File: config.mk
export PLATFORM = sky130hd
export DESIGN_NAME = pwm_wave_gen
export DESIGN_NICKNAME = d
export VERILOG_FILES = /design/src/rtl/pwm_wave_gen.sv
export SDC_FILE = /design/constraint.sdc
export NUM_CORES = 1
export LEC_CHECK = 0
export BUFFER_PORTS_ARGS = -buffer_cell sky130_fd_sc_hd__buf_2
export CAP_MARGIN = 10
export CORE_MARGIN = 5
export CORE_UTILIZATION = 40
export CTS_BUF_LIST = sky130_fd_sc_hd__clkbuf_16
export DETAILED_ROUTE_END_ITERATION = 10
export SKIP_CTS_REPAIR_TIMING = 1
export SYNTH_ARGS = -nofsm -noshare
export SYNTH_HDL_FRONTEND = slang
export SYNTH_SLANG_ARGS = --single-unit
File: constraint.sdc
create_clock -name clk -period 4.52 [get_ports clk]
set_clock_uncertainty 0.2 [all_clocks]
set_input_delay 0.226 -clock clk [delete_from_list [all_inputs] [get_ports clk]]
set_output_delay 0.226 -clock clk [all_outputs]
set_load 0.02 [all_outputs]
File: src/rtl/pwm_wave_gen.sv
// pwm_wave_gen: PWM/square-wave source. Configuration is double-buffered and applied only at a period start.
// Optional feature macro PWM_GEN_BURST_EN adds burst_in/burst_done to run a fixed number of periods.
module pwm_wave_gen #(
    parameter int CNT_W      = 16,
    parameter int PERIOD_DEF = 250,
    parameter int HIGH_DEF   = 50
) (
    input  logic             clk,
    input  logic             rst,
    input  logic             en,
    input  logic             load,
    input  logic [CNT_W-1:0] period_in,
    input  logic [CNT_W-1:0] high_in,
`ifdef PWM_GEN_BURST_EN
    input  logic [7:0]       burst_in,
    output logic             burst_done,
`endif
    output logic             wave,
    output logic             period_start,
    output logic             active,
    output logic             cfg_err
);

    localparam logic [1:0] ST_IDLE = 2'd0;
    localparam logic [1:0] ST_HIGH = 2'd1;
    localparam logic [1:0] ST_LOW  = 2'd2;

    // A usable config needs at least two cycles per period and a high time that fits.
    function automatic logic cfg_ok(input logic [CNT_W-1:0] p, input logic [CNT_W-1:0] h);
        return (p >= CNT_W'(2)) && (h <= p);
    endfunction

    logic [1:0]       state_r;
    logic [1:0]       state_s;
    logic [1:0]       start_state_s;
    logic [CNT_W-1:0] cnt;
    logic [CNT_W-1:0] cnt_s;
    logic [CNT_W-1:0] period_r;
    logic [CNT_W-1:0] high_r;
    logic [CNT_W-1:0] pend_period;
    logic [CNT_W-1:0] pend_high;
    logic             pend_valid;
    logic [CNT_W-1:0] next_period_s;
    logic [CNT_W-1:0] next_high_s;
    logic             load_ok_s;
    logic             last_cyc_s;
    logic             high_end_s;
    logic             end_s;
    logic             apply_s;
    logic             start_s;
    logic             run_ok_s;
    logic             burst_last_s;

    assign load_ok_s     = load && cfg_ok(period_in, high_in);
    assign next_period_s = pend_valid ? pend_period : period_r;
    assign next_high_s   = pend_valid ? pend_high : high_r;
    assign start_state_s = (next_high_s == CNT_W'(0)) ? ST_LOW : ST_HIGH;
    assign last_cyc_s    = (cnt == (period_r - CNT_W'(1)));
    assign high_end_s    = (cnt == (high_r - CNT_W'(1)));
    assign end_s         = ((state_r == ST_HIGH) || (state_r == ST_LOW)) && last_cyc_s;

`ifdef PWM_GEN_BURST_EN
    logic [7:0] pend_burst_r;
    logic [7:0] burst_len_r;
    logic [7:0] burst_cnt_r;
    logic       hold_r;
    logic       burst_done_s;
    logic [7:0] next_burst_s;

    assign next_burst_s = pend_valid ? pend_burst_r : burst_len_r;
    // The last period of a burst is the one whose completion reaches the programmed count.
    assign burst_last_s = (burst_len_r != 8'd0) &&
                          (({1'b0, burst_cnt_r} + 9'd1) >= {1'b0, burst_len_r});
    assign burst_done_s = end_s && burst_last_s;
    assign run_ok_s     = ~hold_r;

    // Burst bookkeeping: applied length, completed-period count and the re-arm hold.
    always_ff @(posedge clk or posedge rst) begin
        if (rst) begin
            pend_burst_r <= 8'd0;
            burst_len_r  <= 8'd0;
            burst_cnt_r  <= 8'd0;
            hold_r       <= 1'b0;
            burst_done   <= 1'b0;
        end else begin
            burst_done <= burst_done_s;
            if (load_ok_s) begin
                pend_burst_r <= burst_in;
            end
            if (apply_s) begin
                burst_len_r <= next_burst_s;
            end
            if (apply_s && (state_r == ST_IDLE)) begin
                burst_cnt_r <= 8'd0;
            end else if (apply_s) begin
                burst_cnt_r <= burst_cnt_r + 8'd1;
            end
            if (burst_done_s) begin
                hold_r <= 1'b1;
            end else if (!en) begin
                hold_r <= 1'b0;
            end
        end
    end
`else
    assign run_ok_s     = 1'b1;
    assign burst_last_s = 1'b0;
`endif

    // Next-state logic: start/restart decisions and the in-period counter.
    always_comb begin
        state_s = state_r;
        cnt_s   = cnt;
        apply_s = 1'b0;
        start_s = 1'b0;
        if (end_s) begin
            cnt_s = CNT_W'(0);
            if (en && !burst_last_s) begin
                state_s = start_state_s;
                apply_s = 1'b1;
                start_s = 1'b1;
            end else begin
                state_s = ST_IDLE;
            end
        end else begin
            case (state_r)
                ST_IDLE: begin
                    cnt_s = CNT_W'(0);
                    if (en && run_ok_s) begin
                        state_s = start_state_s;
                        apply_s = 1'b1;
                        start_s = 1'b1;
                    end else begin
                        state_s = ST_IDLE;
                    end
                end
                ST_HIGH: begin
                    cnt_s = cnt + CNT_W'(1);
                    if (high_end_s) begin
                        state_s = ST_LOW;
                    end else begin
                        state_s = ST_HIGH;
                    end
                end
                ST_LOW: begin
                    cnt_s   = cnt + CNT_W'(1);
                    state_s = ST_LOW;
                end
                default: begin
                    cnt_s   = CNT_W'(0);
                    state_s = ST_IDLE;
                end
            endcase
        end
    end

    // FSM, counter, active configuration and registered outputs.
    always_ff @(posedge clk or posedge rst) begin
        if (rst) begin
            state_r      <= ST_IDLE;
            cnt          <= CNT_W'(0);
            period_r     <= CNT_W'(PERIOD_DEF);
            high_r       <= CNT_W'(HIGH_DEF);
            wave         <= 1'b0;
            period_start <= 1'b0;
            active       <= 1'b0;
        end else begin
            state_r      <= state_s;
            cnt          <= cnt_s;
            wave         <= (state_s == ST_HIGH);
            period_start <= start_s;
            active       <= (state_s != ST_IDLE);
            if (apply_s) begin
                period_r <= next_period_s;
                high_r   <= next_high_s;
            end
        end
    end

    // Pending registers: a same-cycle load re-arms pend_valid after the old values are applied.
    always_ff @(posedge clk or posedge rst) begin
        if (rst) begin
            pend_period <= CNT_W'(0);
            pend_high   <= CNT_W'(0);
            pend_valid  <= 1'b0;
            cfg_err     <= 1'b0;
        end else if (load_ok_s) begin
            pend_period <= period_in;
            pend_high   <= high_in;
            pend_valid  <= 1'b1;
            cfg_err     <= 1'b0;
        end else begin
            if (load) begin
                cfg_err <= 1'b1;
            end
            if (apply_s) begin
                pend_valid <= 1'b0;
            end
        end
    end

endmodule
==> results of run 1 <==
==> critical path, delay by kind of cell (launching register included) <==
kind | cells | cell delay (ns)
compound gates | 1 | 0.15
xor+xnor | 1 | 0.16
fa+ha+maj | 1 | 0.21
buf+inv | 2 | 0.46
flops | 1 | 0.42
mux | 1 | 0.37
simple gates | 5 | 1.52
==> stage by stage <==
stage	area (um^2)	power [mW]
detailed placement	5410	2.43
global placement	5410	2.39
CTS	5700	3.18
finish	6010	3.17
global route	6010	3.40
floorplan	5070	2.14
==> registers in the layout (all words and copies together) (netlist names) <==
register      count
active            1
cfg_err           1
cnt              16
high_r           16
pend_high        16
pend_period      16
pend_valid        1
period_r         16
period_start      1
state_r           2
wave              1
==> power breakdown <==
| group | switching (mW) | internal, mW |
|---|---|---|
| Sequential | 0.359 | 1.04 |
| Clock | 0.312 | 0.429 |
| Combinational | 0.493 | 0.537 |
==> area by class of cell <==
cell class	instances	share of cell area (%)
Timing Repair Buffer	73	8.78
Clock inverter	7	1.19
Inverter	31	1.96
Sequential cell	87	36.4
Clock buffer	9	3.75
Multi-Input combinational cell	334	44.3
Tap cell	172	3.58
==> placed cells by master (no fill, tap or decap), drive strengths merged, types with 19 or more instances in the layout <==
| master | synthesis | final |
|---|---|---|
| buf | 7 | 42 |
| dfrtp | 78 | 78 |
| dlygate4sd3 | 0 | 31 |
| ha | 23 | 23 |
| inv | 31 | 33 |
| mux2 | 64 | 64 |
| nand2 | 19 | 19 |
| nor2 | 32 | 32 |
| xnor2 | 31 | 31 |
| xor2 | 23 | 23 |
==> cells by family after synthesis <==
logic type,Yosys count,share of synthesized area (%)
DFF,87,43.2
xor gates and xnor gates,54,9.34
and+or+nand+nor,136,14.8
muxes,67,14.8
AOI/OAI and AO/OA,54,7.90
adders and majority gates,23,5.68
buffers and inverters,50,4.25
==> routing by layer <==
metal  global-route usage [%]  routed length [um]  vias to the layer above  part of all wire (%)
li1                         -                   -                     1814                     -
met1                     24.3                5880                     1850                    49
met2                     26.1                5560                       74                    46
met3                     3.32                 383                       19                   3.2
met4                     4.62                 168                        0                   1.4
met5                        0                   0                        -                     0
==> path summary, 6_finish.rpt <==
kind / endpoint / slack (ns)
max: high_r[14] / 0.91
min: pend_period[4] / -0.01
max reg2reg: high_r[14] / 0.91
min reg2reg: cfg_err / 0.28
max in group asynchronous: pend_high[2] / 2.78
min in group asynchronous: pend_period[14] / 0.29
==> synthesized netlist by cell type, drive strengths merged (7+ instances only) <==
cell | instances | area share (%)
nor4 | 15 | 2.3
or3 | 7 | 0.86
nor3 | 12 | 1.3
buf | 7 | 1.1
nor2 | 32 | 2.4
xnor2 | 31 | 5.4
mux2 | 64 | 14
nand2 | 19 | 1.6
ha | 23 | 5.7
o21ai | 9 | 0.89
dfstp | 9 | 4.7
inv | 31 | 2.3
a21oi | 9 | 1.1
nand4 | 14 | 1.7
xor2 | 23 | 4.0
clkbuf | 12 | 0.89
dfrtp | 78 | 39
nand3 | 15 | 1.5
==> impl_summary.txt, run 1 <==
----------------------------------------------------
[Die]
  Width of the chip ... 123 um
  Std cell rows ... 41
  Area of the die ... 15000 um^2
  Die span in y ... 123 um
  Initial standard-cell utilization of the core ... 40.5%
  Core Area ... 12500 um^2
  I/O pin count ... 40

[Power and ir drop]
  Lkg Pwr ... 2.59 nW
  Power density cells ... 528 nW/um^2
  Maximum resistive drop on vdd ... 0.196 mV

[Logic synthesis]
  Post-synth design cell area ... ~5100 um^2
  Post-synthesis average cell area ... around 11 um^2
  Leading register cell type out of synthesis ... dfrtp_1
  Count of unique library cells instantiated by Yosys ... 62
  Warnings, synthesis ... 0
  Synth Net Count ... 530
  Number of cells produced by synthesis ... 471
  Number of register bits inferred by synthesis ... 87
  Number of enable flip-flop cells after synthesis ... 0
  Proportion of register bits with asynchronous set or reset after synthesis ... 100%
  Sequential cell area fraction in the yosys report ... 43.2%

[Run status]
  Failing checks ... hold timing
  Result of the run ... finished with violations

[Global route]
  Gr ovfl total ... 0
  Total track usage ... 16.9%
  Wire length of the first global-routing pass ... 19700 um
  Initial antenna violation count ... 0
  Pin count of the biggest net entering global routing ... 52
  Vias in the first global route ... 3729

[Route]
  Routed Wire Length ... 12000 um
  Detail-routed net length per standard cell ... 16.8 um
  Via count ... between 3000 and 4000
  Ratio of routed vias to standard cells ... 5.27
  Final ANT Viol Nets ... 0
  Detailed-router iteration count before antenna repair ... 4
  Post-route DRC ... 0
  Iteration-0 DRC count of the detailed router ... 249

[Worst hold path]
  Cell depth of the worst hold path ... 2
  Class of the worst hold path ... in2reg
  Startpoint of the lowest-slack hold path ... period_in[4]

[Critical path]
  Critical path class ... reg2reg
  Master of the slowest instance on the critical path ... or4b_1
  Launch instance of the worst register-to-register path ... period_r[0]
  Sequence of cells on the critical path ... inv_1 > ha_1 > or4b_1 > nor4_1 > xnor2_1 > nand2_1 > nor4_4 > nand2_4 > a21oi_4 > buf_4 > mux2_1
  Critical path peak fanout ... 32
  Critical Path End Type ... flip-flop
  Critical Path Source Type ... flip-flop
  Depth of the worst register-to-register path ... 11
  Max stage delay on crit path ... 0.52 ns
  Data required time at the worst endpoint ... 4.54 ns
  Worst path arrival time ... 3.63 ns
  Critical path launch point ... period_r[0]

[Timing]
  Final setup TNS ... 0 ns
  Final critical-path setup slack ... 0.910 ns
  Hold slack ... -0.0112 ns
  Achievable clock frequency ... 0.277 GHz
  Number of pins exceeding their max-slew limit in the final report ... 0
  Transition time of the tightest slew-check pin ... 0.816 ns
  Count of endpoints failing hold in the final timing report ... 2
  Post-route minimum period ... 3.61 ns
  Relative slew slack ... 45.1%
  Post-route fraction of the period consumed by the critical path ... 79.9%
  Final setup violation count ... 0
  RSZ-0062 raised after global routing ... no

[Placement]
  Count of buffers inserted at the top-level ports ... 39
  Number of cells in the design after placement ... 666
  Placer's final routability congestion estimate ... 0.933
  Hpwl dp ... 9070 um
  Worst setup slack before clock tree synthesis ... 0.911 ns

[Clock network]
  Clock Path Buffers ... 2
  Total number of clock tree sinks ... 87
  CTS tree ... done
  Number of levels the H-tree was split into ... 3
  Clock transition at path regs ... 0.07 ns
  Clk_lat worst skew ... 0.34 ns
  Number of CTS-inserted buffers ... 9
  Clock Root Buffer ... clkbuf_16

[Cells and area]
  Multi-input combinational cell area ... 2670 um^2
  Syn-to-layout area delta ... 18.7%
  Register Area ... 2190 um^2
  Net count, final ... approximately 600
  Count of placed standard cells in the final layout, fillers left out ... a little over 700
  # diodes ... 0
  Fraction of final layout cells sized beyond drive strength 1 ... around 20%
  Number of filler instances in the final layout ... 1174
  Layout Utilization ... 48.0%

[Job]
  Max-capacitance violation count ... 0

----------------------------------------------------
(Power assumes the default switching activity.)
==> run 2: changes to the inputs <==
Clock period 4.52 ns to 3.7 ns, I/O delays scaled along.
==> run 2 against run 1 <==
  * Critical path type unchanged
  * Register-to-register slack worse by 0.71 ns
  * The flow now finishes without violations
  * Cell area up 0.83%
  * Wire length up 3.6%
==> impl_summary.txt, run 2 (synthesis gave the netlist of run 1 again) <==
----------------------------------------------------
[Route]
  Via count ... 3824
  Ratio of routed vias to standard cells ... 5.33
  Routed Wire Length ... 12400 um
  Detail-routed net length per standard cell ... 17.3 um
  Final ANT Viol Nets ... 0
  Iteration-0 DRC count of the detailed router ... ~210
  Post-route DRC ... 0
  Detailed-router iteration count before antenna repair ... 4

[Global route]
  Total track usage ... 17.3%
  Gr ovfl total ... 0
  Wire length of the first global-routing pass ... slightly below 20000 um
  Pin count of the biggest net entering global routing ... 56
  Vias in the first global route ... 3801
  Initial antenna violation count ... 0

[Placement]
  Placer's final routability congestion estimate ... approximately 0.9
  Hpwl dp ... 9310 um
  Worst setup slack before clock tree synthesis ... between 0.2 and 0.25 ns
  Count of buffers inserted at the top-level ports ... 39

[Timing]
  Achievable clock frequency ... 0.286 GHz
  Relative slew slack ... 37.4%
  Post-route fraction of the period consumed by the critical path ... 94.5%
  Post-route minimum period ... 3.50 ns
  RSZ-0062 raised after global routing ... no
  Number of pins exceeding their max-slew limit in the final report ... 0
  Transition time of the tightest slew-check pin ... 0.939 ns
  Final critical-path setup slack ... 0.202 ns
  Final setup violation count ... 0
  Final setup TNS ... 0 ns
  Count of endpoints failing hold in the final timing report ... 0

[Critical path]
  Data required time at the worst endpoint ... 3.72 ns
  Path length in cells of the critical path ... 11
  Critical path class ... reg2reg
  Sequence of cells on the critical path ... inv_1 > ha_1 > or4b_1 > nor4_1 > xnor2_1 > nand2_1 > nor4_4 > nand2_4 > a21oi_4 > buf_12 > mux2_1
  Flop-to-flop setup slack ... between 0.2 and 0.25 ns
  Depth of the worst register-to-register path ... 11
  Master of the slowest instance on the critical path ... or4b_1
  Count of buffering cells on the critical path with inverters included ... 2
  Max stage delay on crit path ... 0.53 ns
  Critical Path End Type ... flip-flop
  Critical path peak fanout ... 32
  Crit path max-delay family ... simple AND/OR/NAND/NOR gates
  Worst path arrival time ... 3.51 ns
  Critical Path Source Type ... flip-flop

[Cells and area]
  Commonest non-fill, non-tap cell in the layout ... dfrtp_1
  Multi-input combinational cell area ... 2670 um^2
  Top library cells by usage in the layout, fill and taps aside ... dfrtp_1 (78), buf_2 (39), dlygate4sd3_1 (34)
  Register Area ... between 2000 and 2500 um^2
  Layout Utilization ... 48.4%
  # diodes ... 0
  Syn-to-layout area delta ... 19.7%
  Net count, final ... 599
  Number of filler instances in the final layout ... 1191
  Fraction of final layout cells sized beyond drive strength 1 ... around 20%

[Worst hold path]
  Class of the worst hold path ... in2reg
  Cell depth of the worst hold path ... 2

[Job]
  Max-capacitance violation count ... 0

[Die]
  I/O pin count ... 40
  Core Area ... 12500 um^2
  Std cell rows ... 41
  Die span in y ... 123 um
  Width of the chip ... about 120 um
  Area of the die ... 15000 um^2
  Initial standard-cell utilization of the core ... 40.5%

[Clock network]
  Clock Path Buffers ... 2
  Clock Root Buffer ... clkbuf_16
  Number of CTS-inserted buffers ... 9
  Number of levels the H-tree was split into ... 3
  CTS tree ... done
  Clock transition at path regs ... 0.06 ns
  Total number of clock tree sinks ... just under 90
  Clk_lat worst skew ... ~0.34 ns

[Run status]
  Result of the run ... complete, no violations

[Power and ir drop]
  Maximum resistive drop on vdd ... ~0.26 mV
  Lkg Pwr ... 2.61 nW
  Power density cells ... 643 nW/um^2

----------------------------------------------------
==> run 2: path summary, 6_finish.rpt <==
check | startpoint | endpoint
setup / recovery | period_r[0] | period_r[14]
hold / removal | en | period_start
setup reg to reg | period_r[0] | period_r[14]
hold reg to reg | pend_period[1] | period_r[1]
max in group asynchronous | rst | cnt[3]
min in group asynchronous | rst | pend_period[15]
==> run 2: cell type report <==
| cell class | instances | area share, % |
|---|---|---|
| clock inverters | 7 | 1.18 |
| inverters | 31 | 1.94 |
| flip-flops and latches | 87 | 36.1 |
| well taps | 172 | 3.55 |
| clock buffers | 9 | 3.72 |
| multi-input cells | 334 | 44.0 |
| repair buffers | 77 | 9.54 |
==> run 2: layer usage <==
metal  track usage [%]  share of wire (%)  wire [um]  vias up
met5                 0                  0          0        -
met4              5.53                2.6        324        0
met3              3.64                3.6        452       24
met2              26.8                 47       5810       76
met1              24.2                 47       5830     1900
li1                  -                  -          -     1824
==> run 2: metrics by stage <==
stage,std cells,hold WS (ns),power [mW],cell area (um^2)
after global placement,667,0.213,2.92,5430
final,717,0.0287,3.90,6060
after detailed placement,667,0.226,2.98,5430
after CTS,683,-0.136,3.90,5720
after floorplan,471,0.116,2.61,5070
after global routing,717,0.0273,4.17,6060
==> run 2: power by group <==
group / total (mW) / internal [mW] / leakage [nW] / switching, mW
Sequential: 1.72 / 1.27 / 1.04 / 0.447
Clock: 0.905 / 0.524 / 0.144 / 0.381
Combinational: 1.27 / 0.662 / 1.43 / 0.610
Total: 3.90 / 2.46 / 2.61 / 1.44
